<file path="config.mk">
export PLATFORM = sky130hd
export DESIGN_NAME = alu_arbiter
export DESIGN_NICKNAME = d
export VERILOG_FILES = /design/src/rtl/alu_arbiter_pkg.sv /design/src/rtl/alu_arbiter_alu.sv /design/src/rtl/alu_arbiter.sv
export SDC_FILE = /design/constraint.sdc
export NUM_CORES = 1
export LEC_CHECK = 0
export CORE_ASPECT_RATIO = 0.7
export CORE_MARGIN = 4
export CORE_UTILIZATION = 60
export DETAILED_ROUTE_END_ITERATION = 16
export PLACE_DENSITY_LB_ADDON = 0.12
export SLEW_MARGIN = 20
export SYNTH_ARGS = -nofsm -noshare
export SYNTH_HDL_FRONTEND = slang
export SYNTH_HIERARCHICAL = 1
export SYNTH_SLANG_ARGS = --single-unit
</file>
<file path="constraint.sdc">
create_clock -name clk -period 26.7 [get_ports clk]
set_clock_uncertainty 0.15 [all_clocks]
set_input_delay 5.34 -clock clk [delete_from_list [all_inputs] [get_ports clk]]
set_output_delay 5.34 -clock clk [all_outputs]
set_load 0.02 [all_outputs]
</file>
<file path="src/rtl/alu_arbiter_pkg.sv">
// Shared types and opcode constants for the two-requester ALU arbiter.
package alu_arbiter_pkg;

  typedef enum logic [1:0] {IDLE, EXEC, RESP} state_t;

  localparam logic [2:0] OP_ADD = 3'b000;
  localparam logic [2:0] OP_SUB = 3'b001;
  localparam logic [2:0] OP_MUL = 3'b010;
  localparam logic [2:0] OP_DIV = 3'b011;
  localparam logic [2:0] OP_AND = 3'b100;
  localparam logic [2:0] OP_OR  = 3'b101;
  localparam logic [2:0] OP_XOR = 3'b110;
  localparam logic [2:0] OP_NOR = 3'b111;

endpackage

</file>
<file path="src/rtl/alu_arbiter_alu.sv">
// Combinational n-bit ALU; result is zero-extended to n+1 bits and forced to 0 when en is low.
module ALU
  import alu_arbiter_pkg::*;
#(
  parameter int n = 8
) (
  input  logic [n-1:0] A,
  input  logic [n-1:0] B,
  input  logic [2:0]   sel,
  input  logic         en,
  output logic [n:0]   Q
);

  logic [n-1:0] w_res;

  always_comb begin
    w_res = '0;
    if (en) begin
      case (sel)
        OP_ADD:  w_res = A + B;
        OP_SUB:  w_res = A - B;
        OP_MUL:  w_res = A * B;
        // Divide-by-zero returns all ones so the result is never X.
        OP_DIV:  w_res = (B == '0) ? '1 : A / B;
        OP_AND:  w_res = A & B;
        OP_OR:   w_res = A | B;
        OP_XOR:  w_res = A ^ B;
        OP_NOR:  w_res = ~(A | B);
        default: w_res = '0;
      endcase
    end
    Q = {1'b0, w_res};
  end

endmodule

</file>
<file path="src/rtl/alu_arbiter.sv">
// Round-robin arbiter sharing one ALU between two requesters, IDLE/EXEC/RESP sequencing.
// Optional feature macro: ALU_ARBITER_DIVZERO_EN (divide-by-zero yields Q=0 and rsp_err=1).
module alu_arbiter
  import alu_arbiter_pkg::*;
#(
  parameter int n = 8
) (
  input  logic                clk,
  input  logic                rst_n,
  input  logic [1:0]          req_valid,
  output logic [1:0]          req_ready,
  input  logic [1:0][n-1:0]   req_A,
  input  logic [1:0][n-1:0]   req_B,
  input  logic [1:0][2:0]     req_sel,
  output logic                rsp_valid,
  input  logic                rsp_ready,
  output logic                rsp_id,
  output logic [n:0]          rsp_Q,
  output logic                rsp_err
);

  state_t       r_state;
  state_t       w_state_nxt;
  logic         r_last;
  logic [n-1:0] r_A;
  logic [n-1:0] r_B;
  logic [2:0]   r_sel;
  logic         r_id;
  logic [n:0]   r_rsp_Q;
  logic         r_rsp_err;

  logic         w_any;
  logic         w_grant;
  logic         w_accept;
  logic         w_en;
  logic         w_divzero;
  logic [1:0]   w_ready;
  logic [n:0]   w_alu_Q;

  // The pointer holds the last winner; on contention the other requester wins.
  always_comb begin
    w_any   = |req_valid;
    w_grant = (&req_valid) ? ~r_last : req_valid[1];
  end

  always_comb begin
    w_state_nxt = r_state;
    w_ready     = 2'b00;
    w_en        = 1'b0;
    w_accept    = 1'b0;
    case (r_state)
      IDLE: begin
        if (w_any) begin
          w_ready     = w_grant ? 2'b10 : 2'b01;
          w_accept    = 1'b1;
          w_state_nxt = EXEC;
        end
      end
      EXEC: begin
        w_en        = 1'b1;
        w_state_nxt = RESP;
      end
      RESP: begin
        if (rsp_ready) w_state_nxt = IDLE;
      end
      default: w_state_nxt = IDLE;
    endcase
  end

`ifdef ALU_ARBITER_DIVZERO_EN
  assign w_divzero = (r_sel == OP_DIV) && (r_B == '0);
`else
  assign w_divzero = 1'b0;
`endif

  ALU #(.n(n)) u_alu (
    .A   (r_A),
    .B   (r_B),
    .sel (r_sel),
    .en  (w_en),
    .Q   (w_alu_Q)
  );

  always_ff @(posedge clk) begin
    if (!rst_n) r_state <= IDLE;
    else        r_state <= w_state_nxt;
  end

  always_ff @(posedge clk) begin
    if (!rst_n) begin
      r_last    <= 1'b1;
      r_A       <= '0;
      r_B       <= '0;
      r_sel     <= '0;
      r_id      <= 1'b0;
      r_rsp_Q   <= '0;
      r_rsp_err <= 1'b0;
    end else begin
      if (w_accept) begin
        r_A    <= req_A[w_grant];
        r_B    <= req_B[w_grant];
        r_sel  <= req_sel[w_grant];
        r_id   <= w_grant;
        r_last <= w_grant;
      end
      if (r_state == EXEC) begin
        r_rsp_Q   <= w_divzero ? '0 : w_alu_Q;
        r_rsp_err <= w_divzero;
      end
    end
  end

  // r_id only changes on acceptance in IDLE, so it is stable throughout RESP.
  assign req_ready = w_ready;
  assign rsp_valid = (r_state == RESP);
  assign rsp_id    = r_id;
  assign rsp_Q     = r_rsp_Q;
  assign rsp_err   = r_rsp_err;

endmodule

</file>
==> metrics.txt, run 1 <==
status complete, no violations; Gate Count Post-Synth 647; I/O pin count 57; RSZ-0062 raised after global routing false; dpl hpwl 10600 um; Synth Flop Type dfxtp_1; GP Congestion 0.927; internal cell power 0.000306 W; Slew Viols, Final 0; via count 4788; Slowest cell on crit path a21boi_4; number of remaining DRC errors 0; EDFF count, synth 0; Die ar. 9890 sq um; Die Ht 84.4 um; Post-DRT Antenna Nets 0; switch share 48.4%; Worst IR Drop VDD 77.1 uV; CTS tree done; power share of the clock group 10.9%; Seq/Total Area, Yosys 12.8%; Setup Buffers After CTS 0; DRT Pass-1 Iters 5; Max-Cap Viols 0; Cell Chain, Critical Path clkdlybuf4s50_1 -> a21boi_4 -> nand2_1 -> inv_1 -> clkdlybuf4s50_1; width of the die 117 um; Clock Latency Late Sink 280 ps; initial antenna violation count 0; post-route setup slack 13720 ps; HP Class reg2reg; clk root buf clkbuf_16; multi-input logic area 3990 sq um; CP bufs+invs 3; Post-Place Worst Slack 13730 ps; drt wl/cell 18.1 um; leakage power 2.46 nW; hold buffers post-CTS 0; final setup fails 0; pwr dens 104 nW/um^2; largest net degree at the start of global routing 40; Synth top area share 19.8%; post-cts sizing count 0; area leader, netlist ha_1; initial drt markers 443; crit path DAT 7490 ps; Crit path max-delay family buffers and inverters; Nets 813; synth unique cells 62; synth top area cells ha_1 20%, dfxtp_1 13%, fa_1 5.2%; Worst slew margin 34.9%; cts bufs inserted 5; mapped cell area 5000 sq um; port bufs 55; Yosys Warn Count 6; commonest non-fill, non-tap cells in the layout 79 x ha_1, 58 x nor2_1, 55 x clkdlybuf4s50_1; clock buffer depth 2; critical setup path kind in2out; CP max FO 21; GRT Total Usage 28.9%; CP Capture Type output pin; Final Hold Vio Count 0; clock sinks 32; most common cell after layout, fill and taps aside ha_1; Antenna Diode Count 0; fill cell count 654; Min Clock Period, post-route 12980 ps; Comb power frac 78.2%; Fmax achieved 77.1 MHz; grt ovf 0; Vias/cell 6.14; worst-margin pin slew 970 ps; routed wire length 14100 um; Core Area 8010 sq um; Worst path max stage delay 690 ps; critical path startpoint category primary input; Fin Setup TNS 0 ps; Seq pwr share 10.9%; initial core utilization 62.5%; level count of the clock H-tree 2; P_sw 0.000287 W; clk slew on worst S/H paths 50 ps; Yosys reg bits 32; Area Growth Syn to Fin 13.7%; Final period util 48.6%; vias in the first global route 4690; Critical Path RT 21210 ps; Seq. cell area 641 sq um; synthesized area per cell 7.74 sq um; Async SR Flop Fraction 0%; standard-cell rows 27; first-pass GRT wire length 23000 um; share of layout cells above drive strength 1 5.15%; most frequent CP cell clkdlybuf4s50_1; syn nets 782
[cell families (layout without fill, tap and decap cells)]
| family | after synthesis | after routing | synth area share (%) |
|---|---|---|---|
| other cells | 2 | 2 | 0.150 |
| xor+xnor | 37 | 37 | 6.47 |
| fa+ha+maj | 92 | 92 | 25.0 |
| mux | 29 | 29 | 5.98 |
| simple gates | 186 | 186 | 17.4 |
| buf+inv | 86 | 118 | 7.60 |
| flops | 32 | 32 | 12.8 |
| compound gates | 183 | 183 | 24.7 |
[flip-flops by register name, indices dropped and copies added, names as in the netlist]
name     flops
r_state      2
r_A          8
rsp_id       1
r_sel        3
r_last       1
rsp_Q        9
r_B          8
[layer usage]
metal  track usage [%]  share of wire, %  vias up
met2              44.6                45      207
met3              7.49               9.9       17
met1              40.9                44     2224
met4              5.52               1.2        0
met5                 0                 0        -
li1                  -                 -     2340
[synthesized netlist by cell type, types with 2 or more instances]
cell and count:
mux2i_1 22, buf_2 3, o2111ai_1 4, nand2b_1 13
and3_1 2, buf_6 3, or3_1 2, xor2_1 10
a21boi_0 5, conb_1 2, o311a_1 3, buf_4 4
o21ai_0 41, a21o_1 7, and2_1 5, o211ai_1 5
ha_1 79, a31oi_1 10, o21a_1 11, nor2b_1 15
clkbuf_1 23, a211oi_1 9, mux2_2 7, nor3_1 15
nor2_1 58, o31ai_1 6, nor3b_1 3, nand2_1 54
o22a_1 3, a21oi_1 51, a22oi_1 2, xnor2_1 27
nand3_1 9, a211oi_2 10, dfxtp_1 32, fa_1 13
inv_1 51, a41oi_1 4
[final cells by class]
cell class	instances	share of cell area, %
Multi-Input combinational cell	529	70.1
Sequential cell	32	11.3
Timing Repair Buffer	58	10.1
Inverter	52	3.43
Clock buffer	6	2.27
Tap cell	101	2.22
Clock inverter	2	0.616
[stage by stage]
step                      cells  util (%)  power, W  cell area [sq um]  hold slack [ps]
final                       780      71.1  0.000593               5690              305
after global routing        780      71.1  0.000654               5690              329
after CTS                   780      71.0  0.000583               5680              309
after detailed placement    772      68.9  0.000514               5520              302
after global placement      772      68.9  0.000494               5520              292
after floorplan             647         -  0.000419               5000              343
[final timing paths]
| kind | startpoint | endpoint | slack, ps | cells after the start |
|---|---|---|---|---|
| setup / recovery | req_valid[0] | req_ready[1] | 13720 | 5 |
| hold / removal | rsp_Q[8] | rsp_Q[8] | 310 | 2 |
| setup reg to reg | r_B[0] | rsp_Q[0] | 14590 | 43 |
| hold reg to reg | rsp_Q[8] | rsp_Q[8] | 310 | 2 |
[worst register-to-register path, delay by kind of cell, from the launching register on]
| kind | cells | cell delay (ps) |
|---|---|---|
| muxes | 4 | 1410 |
| DFF | 1 | 650 |
| buffers and inverters | 2 | 580 |
| adders and majority gates | 8 | 2590 |
| and+or+nand+nor | 1 | 70 |
| AOI/OAI and AO/OA | 28 | 6520 |
[power groups by stage]
stage	clock network, W	registers [W]	logic (W)
final	0.0000648	0.0000646	0.000463
after global routing	0.0000672	0.0000651	0.000521
after CTS	0.0000648	0.0000641	0.000454
after detailed placement	0	0.0000650	0.000449
after global placement	0	0.0000648	0.000429
after floorplan	0	0.0000594	0.000360
Power figures use the tool's default switching activity.
==> run 2: changes to the inputs <==
- CORE_UTILIZATION: 60 -> 53
- clock period: 26.7 -> 10.8 ns (I/O delays scaled with it)
==> metrics.txt, run 2 (synthesis results as in run 1) <==
cts bufs inserted 5 (unchanged); Area Growth Syn to Fin 17.1%; vias in the first global route 4511 (-3.8%); pwr dens 265 nW/um^2 (+150%); initial drt markers 460 (+3.8%); largest net degree at the start of global routing 40 (unchanged); dpl hpwl 11200 um (+5.7%); Post-DRT Antenna Nets 0 (unchanged); met2 WL 6520 um (+3.0%); share of layout cells above drive strength 1 8.50% (+3.3 points); initial core utilization 54.7% (-7.8 points); worst-margin pin slew 1030 ps (+57.2 ps); Worst path max stage delay 530 ps (-160 ps); I/O pin count 57 (unchanged); CP Capture Type register; max layer used met4; width of the die 124 um (+6.0%); standard-cell rows 29 (+7.4%); DRT met1 WL 7090 um (+14%); first-pass GRT wire length 22900 um (-0.33%); clock sinks 32 (unchanged); fill cell count 800 (+22%); clk slew on worst S/H paths 50 ps (about the same); Die ar. 11100 sq um (+12%); via count 4893 (+2.2%); post-place instance area 5610 sq um (+1.6%); final setup fails 0 (unchanged); drt wl/cell 18.2 um (+0.72%); critical setup path kind reg2reg; commonest non-fill, non-tap cells in the layout 79 x ha_1, 57 x nor2_1, 55 x clkdlybuf4s50_1; Antenna Diode Count 0 (unchanged); leakage power 2.54 nW (+3.2%); HP Class reg2reg; most frequent CP cell ha_1; Final Hold Vio Count 0 (unchanged); Final period util 94.7%; CP max FO 11 (-48%); level count of the clock H-tree 2 (unchanged); max reg flops 9 (unchanged); Slowest cell on crit path a2111o_1; Worst slew margin 30.9% (-4.0 points); number of remaining DRC errors 0 (unchanged); Nets 829 (+2.0%); Core Area 9140 sq um (+14%); GP Congestion 0.907 (-2.1%); Fmax achieved 97.7 MHz; grt ovf 0 (unchanged); clock buffer depth 2 (unchanged); initial antenna violation count 0 (unchanged); Seq. cell area 642 sq um (+0.20%); Critical Path RT 10780 ps (-10430 ps); Die Ht 89.3 um (+5.8%); status complete, no violations; GRT Total Usage 26.5% (-2.4 points); final instance area 5860 sq um (+3.1%); Min Clock Period, post-route 10230 ps; multi-input logic area 4030 sq um (+0.88%); critical path startpoint category register; DRT Pass-1 Iters 6 (+1); CTS tree done; port bufs 55 (unchanged); Max-Cap Viols 0 (unchanged); Worst IR Drop VDD 173 uV (+120%); clk root buf clkbuf_16; most common cell after layout, fill and taps aside ha_1; routed wire length 14900 um (+5.6%); Slew Viols, Final 0 (unchanged); Design Power 0.00155 W (+160%); Met3 Wirelength 1120 um (-20%); crit path DAT 10210 ps (+2720 ps); Clock Latency Late Sink 270 ps (about the same); Vias/cell 5.98 (-2.6%)
run 2: final cells by class:
cell class,instances,area share [%]
clock buffers,7,2.60
inverters,52,3.33
multi-input cells,529,68.7
flip-flops and latches,32,10.9
well taps,124,2.65
repair buffers,74,11.8
run 2: worst paths after layout:
check,startpoint,endpoint,slack [ps],cells past startpoint
setup / recovery,r_B[0],rsp_Q[0],570,48
hold / removal,rsp_Q[2],rsp_Q[2],300,2
setup reg to reg,r_B[0],rsp_Q[0],570,48
hold reg to reg,rsp_Q[2],rsp_Q[2],300,2
run 2: worst max-delay path: cells and delay by family, from the launching register on:
family	cells	cell delay (ps)
AOI/OAI and AO/OA	28	4840
buffers and inverters	4	570
and+or+nand+nor	5	710
adders and majority gates	8	2410
DFF	1	450
muxes	3	990
run 2: through the flow:
step                      instances  TNS, ps  utilization [%]  setup WS, ps  hold WS, ps
after floorplan                 647        0                -           968          343
after global placement          803        0             61.3           703          293
after detailed placement        803        0             61.3           204          299
after CTS                       810        0             63.0           158          307
after global routing            818    -5.64             64.1         -5.64          328
final                           818        0             64.1           567          302
run 2: routing by layer:
metal  vias up  GRT usage, %
li1       2370             -
met1      2312          38.6
met3        23          5.06
met2       188          41.8
met4         0          3.48
met5         -             0
run 2: repair_timing:
action                                  4_1_cts  5_1_grt
buffers inserted                              0        8
endpoints found under the setup margin        0        2
hold buffers                                  0        0
resized for setup                             0       14
run 2: report_power, final:
group	internal, W	switching, W
clock network	0.0000965	0.0000478
registers	0.000130	0.0000230
logic	0.000597	0.000660
total	0.000823	0.000731
==> run 3: changes to the inputs <==
- CORE_UTILIZATION: 53 -> 35
- SYNTH_HIERARCHICAL: 1 -> unset
==> metrics.txt, run 3 <==
status complete, no violations; most frequent CP cell ha_1; Antenna Diode Count 0 (unchanged); Final period util 94.8% (about the same); CP bufs+invs 1 (-3); Synth Area in Simple Gates 15.1% (-2.3 points); Worst R2R Start r_B[5]; critical setup path kind reg2reg; Synth top area share 21.3% (+1.6 points); I/O pin count 57 (unchanged); clk root buf clkbuf_16; share of layout cells above drive strength 1 11.0% (+2.5 points); Yosys reg bits 31 (-3.1%); CP max FO 10 (-1); routed wire length 15200 um (+1.9%); EDFF count, synth 0 (unchanged); Hold EP rsp_Q[7]; initial core utilization 36.6% (-18 points); synthesized area per cell 7.93 sq um (+2.5%); mux contribution to synthesized area 5.77% (-0.20 points); post-route insts no fill 797 (-2.6%); stages on the worst setup path 45 (-6.3%); multi-input logic area 3800 sq um (-5.5%); Nets 770 (-7.1%); grt ovf 0 (unchanged); commonest non-fill, non-tap cells in the layout 78 x ha_1, 73 x nor2_1, 54 x clkdlybuf4s50_1; Area Growth Syn to Fin 22.2%; drt wl/cell 19.1 um (+4.6%); area leader, netlist ha_1; Final Core Density 44.7% (-19 points); pwr dens 383 nW/um^2 (+45%); synth unique cells 60 (-3.2%); Slowest cell on crit path or3_1; number of remaining DRC errors 0 (unchanged); standard-cell rows 34 (+17%); worst-margin pin slew 887 ps (-140 ps); Post-DRT Antenna Nets 0 (unchanged); Clock Latency Late Sink 280 ps (about the same); via count 4440 (-9.3%); port bufs 54 (-1.8%); Final Hold Vio Count 0 (unchanged); cts bufs inserted 5 (unchanged); critical path startpoint category register; Worst Hold Launch rsp_Q[7]; vias in the first global route 4533 (+0.49%); Seq/Total Area, Yosys 13.4% (+0.58 points); Worst path max stage delay 420 ps (-110 ps); Fmax achieved 97.7 MHz (about the same); mapped cell area 4640 sq um (-7.3%); GP Congestion 0.877 (-3.3%); Vias/cell 5.57 (-6.9%); CP Capture Type register; Reg2Reg Capture Point rsp_Q[0]; clock sinks 31 (-3.1%); synth top area cells ha_1 21%, dfxtp_1 13%, nor2_1 5.9%; most numerous cell in the Yosys netlist ha_1; Post-Synth Adder-Cell Area 26.9% (+2.0 points); Crit path max-delay family compound AO/OA/AOI/OAI gates; CTS tree done; register-to-register setup slack 560 ps (about the same); Worst slew margin 40.7% (+9.9 points); width of the die 146 um (+17%); GRT Total Usage 20.0% (-6.5 points); Yosys Warn Count 0 (-6); Worst IR Drop VDD 268 uV (+55%); Seq. cell area 624 sq um (-2.7%); worst hold path cell count 2 (unchanged); crit path DAT 10220 ps (about the same); Synth Area in XOR/XNOR 7.58% (+1.1 points); Core Area 12700 sq um (+39%); Synth Area in Compound Gates 23.9% (-0.73 points); initial drt markers 353 (-23%); main combinational cell family by area after synthesis adder cells; leakage power 2.42 nW (-4.6%); clock buffer depth 2 (unchanged); Die Ht 104 um (+17%); dpl hpwl 12100 um (+7.6%); Max-Cap Viols 0 (unchanged); worst-case reg-to-reg path depth 45 (-6.3%); Gate Count Post-Synth 585 (-9.6%); largest net degree at the start of global routing 30 (-25%); initial antenna violation count 0 (unchanged); synth cell count leaders 79 x ha_1, 73 x nor2_1, 50 x inv_1; final setup fails 0 (unchanged); level count of the clock H-tree 2 (unchanged); fill cell count 1268 (+59%); HP Class reg2reg; Synth Flop Type dfxtp_1; Async SR Flop Fraction 0% (unchanged); hold buffers post-CTS 0 (unchanged); Slew Viols, Final 0 (unchanged); Die ar. 15200 sq um (+37%); Critical Path RT 10780 ps (about the same); placed cell count 786 (-2.1%); Fin Setup TNS 0 ps (unchanged); Min Clock Period, post-route 10240 ps (+6.39 ps); clk slew on worst S/H paths 50 ps (about the same); most common cell after layout, fill and taps aside ha_1; first-pass GRT wire length 24600 um (+7.0%); DRT Pass-1 Iters 6 (unchanged)
run 3: changes by cell type after synthesis, moves of 9 or more:
| cell | previous run | this run |
|---|---|---|
| nand2_1 | 54 | 26 |
| a211oi_2 | 10 | 0 |
| a222oi_1 | 0 | 19 |
| nor2_1 | 58 | 73 |
| a21oi_1 | 51 | 42 |
| o21ai_0 | 41 | 29 |
| mux2i_1 | 22 | 7 |
run 3: area by class of cell:
class	instances	area share, %
multi-input cells	470	67.1
repair buffers	75	12.3
inverters	52	3.44
flip-flops and latches	31	11.0
clock inverters	1	0.0883
clock buffers	6	2.45
well taps	162	3.58
run 3: worst max-delay path by stage:
stage / start / endpoint / slack (ps)
finish: r_B[5] / rsp_Q[0] / 560
CTS: r_B[5] / rsp_Q[0] / 10
detailed placement: r_B[5] / rsp_Q[0] / -60
floorplan: r_B[7] / rsp_Q[0] / 890
global placement: r_B[5] / rsp_Q[0] / 470
global route: r_B[7] / rsp_Q[0] / -50
run 3: logic make-up after synthesis:
| logic type | count (synthesis) |
|---|---|
| DFF | 31 |
| other | 1 |
| buffers and inverters | 85 |
| muxes | 24 |
| adders and majority gates | 92 |
| AOI/OAI and AO/OA | 162 |
| xor gates and xnor gates | 37 |
| and+or+nand+nor | 153 |
run 3: power breakdown:
group          internal, W  switching [W]  total, W  leakage (nW)
logic             0.000924       0.000958   0.00188          2.09
clock network    0.0000899      0.0000506  0.000141        0.0727
registers         0.000128      0.0000210  0.000149         0.257
total              0.00114        0.00103   0.00217          2.42
run 3: metrics by stage:
stage	hold WS (ps)	setup slack [ps]	total power, W	cell area [sq um]
2_1_floorplan	283	889	0.00150	4640
3_5_place_dp	309	-56.2	0.00185	5370
4_1_cts	316	11.4	0.00201	5520
3_3_place_gp	299	472	0.00185	5370
5_1_grt	335	-54.7	0.00241	5670
6_report	314	561	0.00217	5670
run 3: what timing repair did:
item	CTS	global route
pin swaps	0	11
setup endpoints to repair	1	1
gates cloned	0	0
resized for setup	2	29
hold endpoints to repair	0	0
setup buffers	0	4
run 3: per-layer routing:
| layer | track usage (%) | share of wire (%) |
|---|---|---|
| met1 | 30.6 | 52 |
| met2 | 29.5 | 42 |
| met3 | 2.96 | 5.5 |
| met4 | 3.73 | 1.3 |
| met5 | 0 | 0 |
run 3: worst reg2reg max path, delay by kind of cell (launching register included):
family,cells,cell delay [ps]
flops,1,390
mux,4,1190
compound gates,26,4720
fa+ha+maj,7,2210
buf+inv,1,80
simple gates,7,1360
